==> config.mk <==
export PLATFORM = sky130hd
export DESIGN_NAME = axi_port_arbiter
export DESIGN_NICKNAME = d
export VERILOG_FILES = /design/src/rtl/axi_port_arbiter.sv
export SDC_FILE = /design/constraint.sdc
export NUM_CORES = 1
export LEC_CHECK = 0
export CAP_MARGIN = 10
export CORE_AREA = 2 2 121 123
export CTS_CLUSTER_SIZE = 10
export DETAILED_ROUTE_END_ITERATION = 8
export DIE_AREA = 0 0 123 125
export MAX_ROUTING_LAYER = met4
export PLACE_DENSITY = 0.6
export SYNTH_ARGS = -nofsm -noshare
export SYNTH_HDL_FRONTEND = slang
export SYNTH_SLANG_ARGS = --single-unit
==> constraint.sdc <==
create_clock -name clk -period 3.25 [get_ports clk]
set_input_delay 0.325 -clock clk [delete_from_list [all_inputs] [get_ports clk]]
set_output_delay 0.325 -clock clk [all_outputs]
set_load 0.005 [all_outputs]
==> src/rtl/axi_port_arbiter.sv <==
// Two-master round-robin arbiter onto one AXI peripheral port, with a busy watchdog that turns a hung slave into a fault.
// Latency: zero cycles in IDLE (request passes straight through). Backpressure: rN_wait holds a requester while the port is busy or owned by the other master.
module axi_port_arbiter #(
    parameter int AXI_ADDR_WIDTH = 32,
    parameter int TIMEOUT_CYCLES = 255
) (
    input  logic                      clk,
    input  logic                      rst_n,
    input  logic                      r0_rd_en,
    input  logic                      r0_wr_en,
    input  logic [AXI_ADDR_WIDTH-1:0] r0_addr,
    input  logic [31:0]               r0_wr_data,
    input  logic [3:0]                r0_wr_strobe,
    output logic [31:0]               r0_rd_data,
    output logic                      r0_wait,
    output logic                      r0_err,
    input  logic                      r1_rd_en,
    input  logic                      r1_wr_en,
    input  logic [AXI_ADDR_WIDTH-1:0] r1_addr,
    input  logic [31:0]               r1_wr_data,
    input  logic [3:0]                r1_wr_strobe,
    output logic [31:0]               r1_rd_data,
    output logic                      r1_wait,
    output logic                      r1_err,
    output logic                      axi_rd_en,
    output logic                      axi_wr_en,
    output logic [AXI_ADDR_WIDTH-1:0] axi_addr,
    output logic [31:0]               axi_wr_data,
    output logic [3:0]                axi_wr_strobe,
    input  logic [31:0]               axi_rd_data,
    input  logic                      axi_busy,
    input  logic                      axi_access_fault
);

    localparam int CW = $clog2(TIMEOUT_CYCLES + 1);
    localparam logic [CW-1:0] TMO_MAX = CW'(TIMEOUT_CYCLES);
    localparam logic [CW-1:0] TMO_ONE = CW'(1);

    typedef enum logic {
        IDLE = 1'b0,
        BUSY = 1'b1
    } state_t;

    state_t          state_q, state_d;
    logic            gnt_q, gnt_d;
    logic            last_grant_q, last_grant_d;
    logic [CW-1:0]   tmo_cnt_q, tmo_cnt_d;

    logic [1:0]      req;
    logic [1:0]      ill;
    logic [1:0]      vld;
    logic            g;
    logic            drive;
    logic            complete;
    logic            tmo_hit;
    logic            out_en;
    logic [1:0]      wait_v;
    logic [1:0]      err_v;

    assign req = {r1_rd_en | r1_wr_en, r0_rd_en | r0_wr_en};
    assign ill = {r1_rd_en & r1_wr_en, r0_rd_en & r0_wr_en};
    assign vld = req & ~ill;

    always_comb begin
        state_d      = state_q;
        gnt_d        = gnt_q;
        last_grant_d = last_grant_q;
        tmo_cnt_d    = tmo_cnt_q;
        g            = gnt_q;
        drive        = 1'b0;
        complete     = 1'b0;
        tmo_hit      = 1'b0;
        wait_v       = 2'b00;
        err_v        = 2'b00;

        if (state_q == IDLE) begin
            if (vld[0] | vld[1]) begin
                // On a tie the requester not served last wins.
                g     = (vld[0] & vld[1]) ? ~last_grant_q : vld[1];
                drive = 1'b1;
                if (axi_busy) begin
                    state_d   = BUSY;
                    gnt_d     = g;
                    tmo_cnt_d = TMO_ONE;
                end else begin
                    complete     = 1'b1;
                    last_grant_d = g;
                end
            end
        end else begin
            if (!req[gnt_q]) begin
                state_d   = IDLE;
                tmo_cnt_d = '0;
            end else if (!axi_busy) begin
                drive        = 1'b1;
                complete     = 1'b1;
                last_grant_d = gnt_q;
                state_d      = IDLE;
                tmo_cnt_d    = '0;
            end else if (tmo_cnt_q != TMO_MAX) begin
                drive     = 1'b1;
                tmo_cnt_d = tmo_cnt_q + TMO_ONE;
            end else begin
                tmo_hit      = 1'b1;
                last_grant_d = gnt_q;
                state_d      = IDLE;
                tmo_cnt_d    = '0;
            end
        end

        for (int n = 0; n < 2; n++) begin
            if ((drive | tmo_hit) && (g == 1'(n))) begin
                wait_v[n] = drive & ~complete;
                err_v[n]  = complete ? axi_access_fault : tmo_hit;
            end else begin
                wait_v[n] = vld[n];
                err_v[n]  = ill[n];
            end
        end
    end

    always_ff @(posedge clk) begin
        if (!rst_n) begin
            state_q      <= IDLE;
            gnt_q        <= 1'b0;
            last_grant_q <= 1'b1;
            tmo_cnt_q    <= '0;
        end else begin
            state_q      <= state_d;
            gnt_q        <= gnt_d;
            last_grant_q <= last_grant_d;
            tmo_cnt_q    <= tmo_cnt_d;
        end
    end

    // Every output is squashed while reset is asserted, independent of state.
    assign out_en        = rst_n & drive;
    assign axi_rd_en     = out_en & (g ? r1_rd_en : r0_rd_en);
    assign axi_wr_en     = out_en & (g ? r1_wr_en : r0_wr_en);
    assign axi_addr      = out_en ? (g ? r1_addr : r0_addr) : '0;
    assign axi_wr_data   = out_en ? (g ? r1_wr_data : r0_wr_data) : '0;
    assign axi_wr_strobe = out_en ? (g ? r1_wr_strobe : r0_wr_strobe) : '0;

    assign r0_rd_data = (rst_n & complete & ~g) ? axi_rd_data : '0;
    assign r1_rd_data = (rst_n & complete & g) ? axi_rd_data : '0;
    assign r0_wait    = rst_n & wait_v[0];
    assign r1_wait    = rst_n & wait_v[1];
    assign r0_err     = rst_n & err_v[0];
    assign r1_err     = rst_n & err_v[1];

endmodule

# Word-level counts from Yosys, hierarchy flattened
# Index checks and enable logic that the tools add are counted.
# classes
n_eq_ne,4
n_bitwise,24
shift,0
addsub,1
n_mul,0
magnitude_cmp,1
n_reduce_logical,7
n_mux,50
div_mod_pow,0
# ops
operator,n
32-bit 2-to-1 mux,6
8-bit 2-to-1 mux,6
1-bit 2-to-1 mux,36
1-bit bitwise AND,14
"8-bit by 1-bit adder with 8-bit output, second input constant",1
4-bit 2-to-1 mux,2
"8-bit != test, second input constant",1
"2-bit by 1-bit != test with 1-bit output, second input constant",2
1-bit inverter,4
1-bit bitwise OR,4
4-bit AND reduction,1
2-bit nonzero test,2
3-bit AND reduction,1
2-bit bitwise AND,1
1-bit logical AND,2
"1-bit by 2-bit less-than comparator with 1-bit output, second input constant",1
"2-bit != test, second input constant",1
2-bit inverter,1
2-bit AND reduction,1
# totals
rom_bits,0
memories,0
ff_bits,11
inputBits,176
latchBits,0
mem_bits_rw,0

# Longest topological paths before layout
# logic_depth
ltp_word,11
depth_mapped,7

# Worst setup path before layout
# No wires, ideal clock.
# synth_path
kind,input to output
start,input port r0_rd_en
end,output port r0_err
path_slack_ns,1.189
cell_stages,7
t_arrival_ns,1.736
path_cell_list,inv_1 ha_1 a21bo_2 o2bb2ai_2 nor2_1 clkbuf_1 a211oi_1
# synth_via
elab_chain_cells,11
word_cells_on_any_way,25
classes_between,mux: 15; bitwise: 9; reduce/logical: 1
# synth_rtl
item,line,rtl
"start, declared",9,"input logic r0_rd_en,"
1-bit bitwise AND,61,"assign ill = {r1_rd_en & r1_wr_en, r0_rd_en & r0_wr_en};"
2-bit inverter,62,assign vld = req & ~ill;
2-bit bitwise AND,62,
1-bit bitwise AND,79,g = (vld[0] & vld[1]) ? ~last_grant_q : vld[1];
1-bit 2-to-1 mux,79,
1-bit 2-to-1 mux,77,if (vld[0] | vld[1]) begin
1-bit 2-to-1 mux,76,if (state_q == IDLE) begin
1-bit inverter,112,if ((drive | tmo_hit) && (g == 1'(n))) begin
1-bit logical AND,112,
1-bit 2-to-1 mux *,112,
1-bit bitwise AND *,148,assign r0_err = rst_n & err_v[0];
"end, declared",16,"output logic r0_err,"
# Every way passes the cells marked *; elsewhere a longest branch is shown, timed or not. The select of a mux whose other input is x is not followed.

# Worst setup path after layout
# layout_path
start,input port r1_rd_en
end,output port axi_wr_data[11]
# layout_via
elab_chain_cells,9
word_cells_on_any_way,17
classes_between,mux: 10; bitwise: 7
# layout_rtl
item,line,rtl
"start, declared",17,"input logic r1_rd_en,"
1-bit bitwise AND,61,
2-bit inverter,62,
2-bit bitwise AND,62,
1-bit bitwise AND,79,
1-bit 2-to-1 mux,79,
1-bit 2-to-1 mux,77,
1-bit 2-to-1 mux,76,
32-bit 2-to-1 mux,141,assign axi_wr_data = out_en ? (g ? r1_wr_data : r0_wr_data) : '0;
32-bit 2-to-1 mux *,141,
"end, declared",28,"output logic [31:0] axi_wr_data,"
# Marks and branches as above.

==> results.yml <==
clock_tree:
  insertion_delay_ps: 240
  clock_sinks: 11
  tritoncts: "yes"
  clkTransAtPathRegs_ps: 40
  cts_buffers: 3
  clockBufferDepth: 2
  cts-root-buf: "clkbuf_16"
  cts.htree.levels: 1
die:
  die_y_um: 125
  rows: 44
  ios: 314
  coreArea_um2: 14200
  start_util_pct: 16.9
  dieWidth_um: 123
  die_area_um2: 15400
worst_setup_path:
  setup.worst_path.start: "r1_rd_en"
  cp_max_fo: 29
  critPathMaxStageDelay_ps: 540
  crit_chain: "clkdlybuf4s50_1 > inv_1 > ha_1 > a21bo_4 > a2bb2oi_4 > buf_4 > buf_12 > nand2_1 > a21oi_1 > clkdlybuf4s50_1"
  path_common_cell: "clkdlybuf4s50_1"
  required_ps: 2920
  crit_buf_inv: 5
  slowest_stage: "clkdlybuf4s50_1"
  r2r-start: "gnt_q"
  worstPathArrival_ps: 2800
  cp_top_family: "buffers and inverters"
  path_class: "input pin to primary output"
  cp-end-kind: "primary output"
  critPathLaunchType: "input pin"
synth:
  yosys-top-cells-count: "144 x nand2_1, 66 x and3_1, 57 x a21oi_1, 27 x clkbuf_1, 20 x a21oi_2"
  yosys_warnings: 0
  synth_top_area_share_pct: 22.5
  synth_cell_types: 47
  syn_nets: 588
  ys_ff_latch: 11
  syn_avg_cell_area_um2: 5.89
  syn_area_um2: 2400
  yosysSeqAreaShare_pct: 9.19
  yosys.area.top_type: "nand2_1"
  synth-async-reset-ratio_pct: 0
  synth_ff_type: "dfxtp_1"
  yosys-top-cells-area: "nand2_1 23%, and3_1 17%, a21oi_1 12%"
  netlist_instances: 407
  synth_edf_count: 0
  synth_most_common_cell: "nand2_1"
global_route:
  grt_overflow_total: 0
  grt_pass1_wl_um: 19400
  grt_antenna_before_repair: 1
  grt_pass1_vias: 3920
  track_usage_pct: 16.0
  grt_max_degree: 59
sta:
  fin_skew_ps: 5.47
  layout_min_cycle_time_ps: 3120
  fin_crit_sh_pct: 96.0
  relSlewSlack_pct: 58.4
  setup_viol: 0
  hold_violations: 0
  clock.fmax_mhz: 321
  report.final.slew_viol_count: 0
  setup_ws_ps: 130
  tns_ps: 0
  max_slew.worst_pin.slew_ps: 623
  rsz0062_at_grt: "no"
layout:
  drive_above_1_share_pct: 9.42
  layout.nets: 893
  fillers: 1439
  area_delta_synth_final_pct: 149
  finish.utilization_pct: 42.0
power:
  powerDensity_nw_per_um2: 236
  irDropWorstVdd_mv: 0.222
  p_leak_nw: 2.48
placed_design:
  post-dp-hpwl_um: 10900
  port_buffers: 313
  place.gp.congestion: 0.884
  dpl_worst_slack_ps: 31.9
min_path:
  min_from: "tmo_cnt_q[5]"
  hp-class: "flop to flop"
drt:
  vias: 4082
  first_iter_violations: 121
  wl_per_cell_um: 15.1
  wirelength_um: 13600
  viasPerCell: 4.56
  final_antenna_net_count: 0
  drt_first_pass_iters: 5
  drc: 0
run_status:
  status: "finished, final reports clean"
job:
  max_cap_viol_count: 0
where the power goes:
part	switching [mW]	total, mW	internal (mW)
registers	0.0106	0.151	0.141
clock network	0.0661	0.231	0.165
logic	0.431	1.03	0.594
cells by family (layout without fill, tap and decap cells):
family | Yosys count | after routing | synth area share [%]
muxes | 1 | 1 | 0.939
other | 0 | 1 | 0
buffers and inverters | 47 | 351 | 9.86
and+or+nand+nor | 237 | 237 | 47.2
adders and majority gates | 5 | 5 | 2.61
xor gates and xnor gates | 1 | 1 | 0.365
DFF | 11 | 11 | 9.19
AOI/OAI and AO/OA | 105 | 105 | 29.8
per-stage QoR:
stage          power (mW)  hold WS (ps)  cell area, um^2  instances
2_1_floorplan       0.549           493             2400        407
3_3_place_gp         1.14           514             5800        887
3_5_place_dp         1.14           521             5800        887
4_1_cts              1.38           537             5870        891
5_1_grt              1.51           552             5960        896
6_report             1.41           540             5960        896
sequential cells by signal, summed over array words and instances (netlist names):
signal,cells
state_q,1
tmo_cnt_q,8
last_grant_q,1
gnt_q,1
timing repair:
action / CTS / global route
gates resized for setup: 0 / 8
hold buffers: 0 / 0
setup buffers: 0 / 3
setup endpoints to repair: 0 / 86
path summary, 6_finish.rpt:
kind         cells after the start  slack [ps]              end
max                             10         130  axi_wr_data[11]
min                              1         540     tmo_cnt_q[5]
max reg2reg                      4        1450     last_grant_q
min reg2reg                      1         540     tmo_cnt_q[5]
final cells by class:
type	count	area, um^2	share of cell area (%)
inverters	9	33.8	0.567
repair buffers	338	3400	57.0
multi-input cells	349	2000	33.5
diodes	1	2.50	0.0420
well taps	184	230	3.86
clock buffers	4	78.8	1.32
flip-flops and latches	11	220	3.69
per-layer routing:
layer	up-vias	part of all wire, %	GRT usage (%)
met3	14	8.6	3.15
met1	1845	41	18.1
met2	204	49	28.6
met4	0	1.6	3.68
li1	2019	-	-
met5	-	0	-
cell usage in the layout, fill, tap and decap left out, drive strengths merged, types with 3 or more instances in the layout:
cell / count
clkdlybuf4s50: 313
nand2: 144
a211oi: 4
dfxtp: 11
buf: 24
ha: 5
a21oi: 77
nor2: 7
inv: 8
or3: 3
clkbuf: 5
o21ai: 5
and3: 66
nand3: 3
nand4: 3
Note: power is estimated with default switching activity, not from simulation.
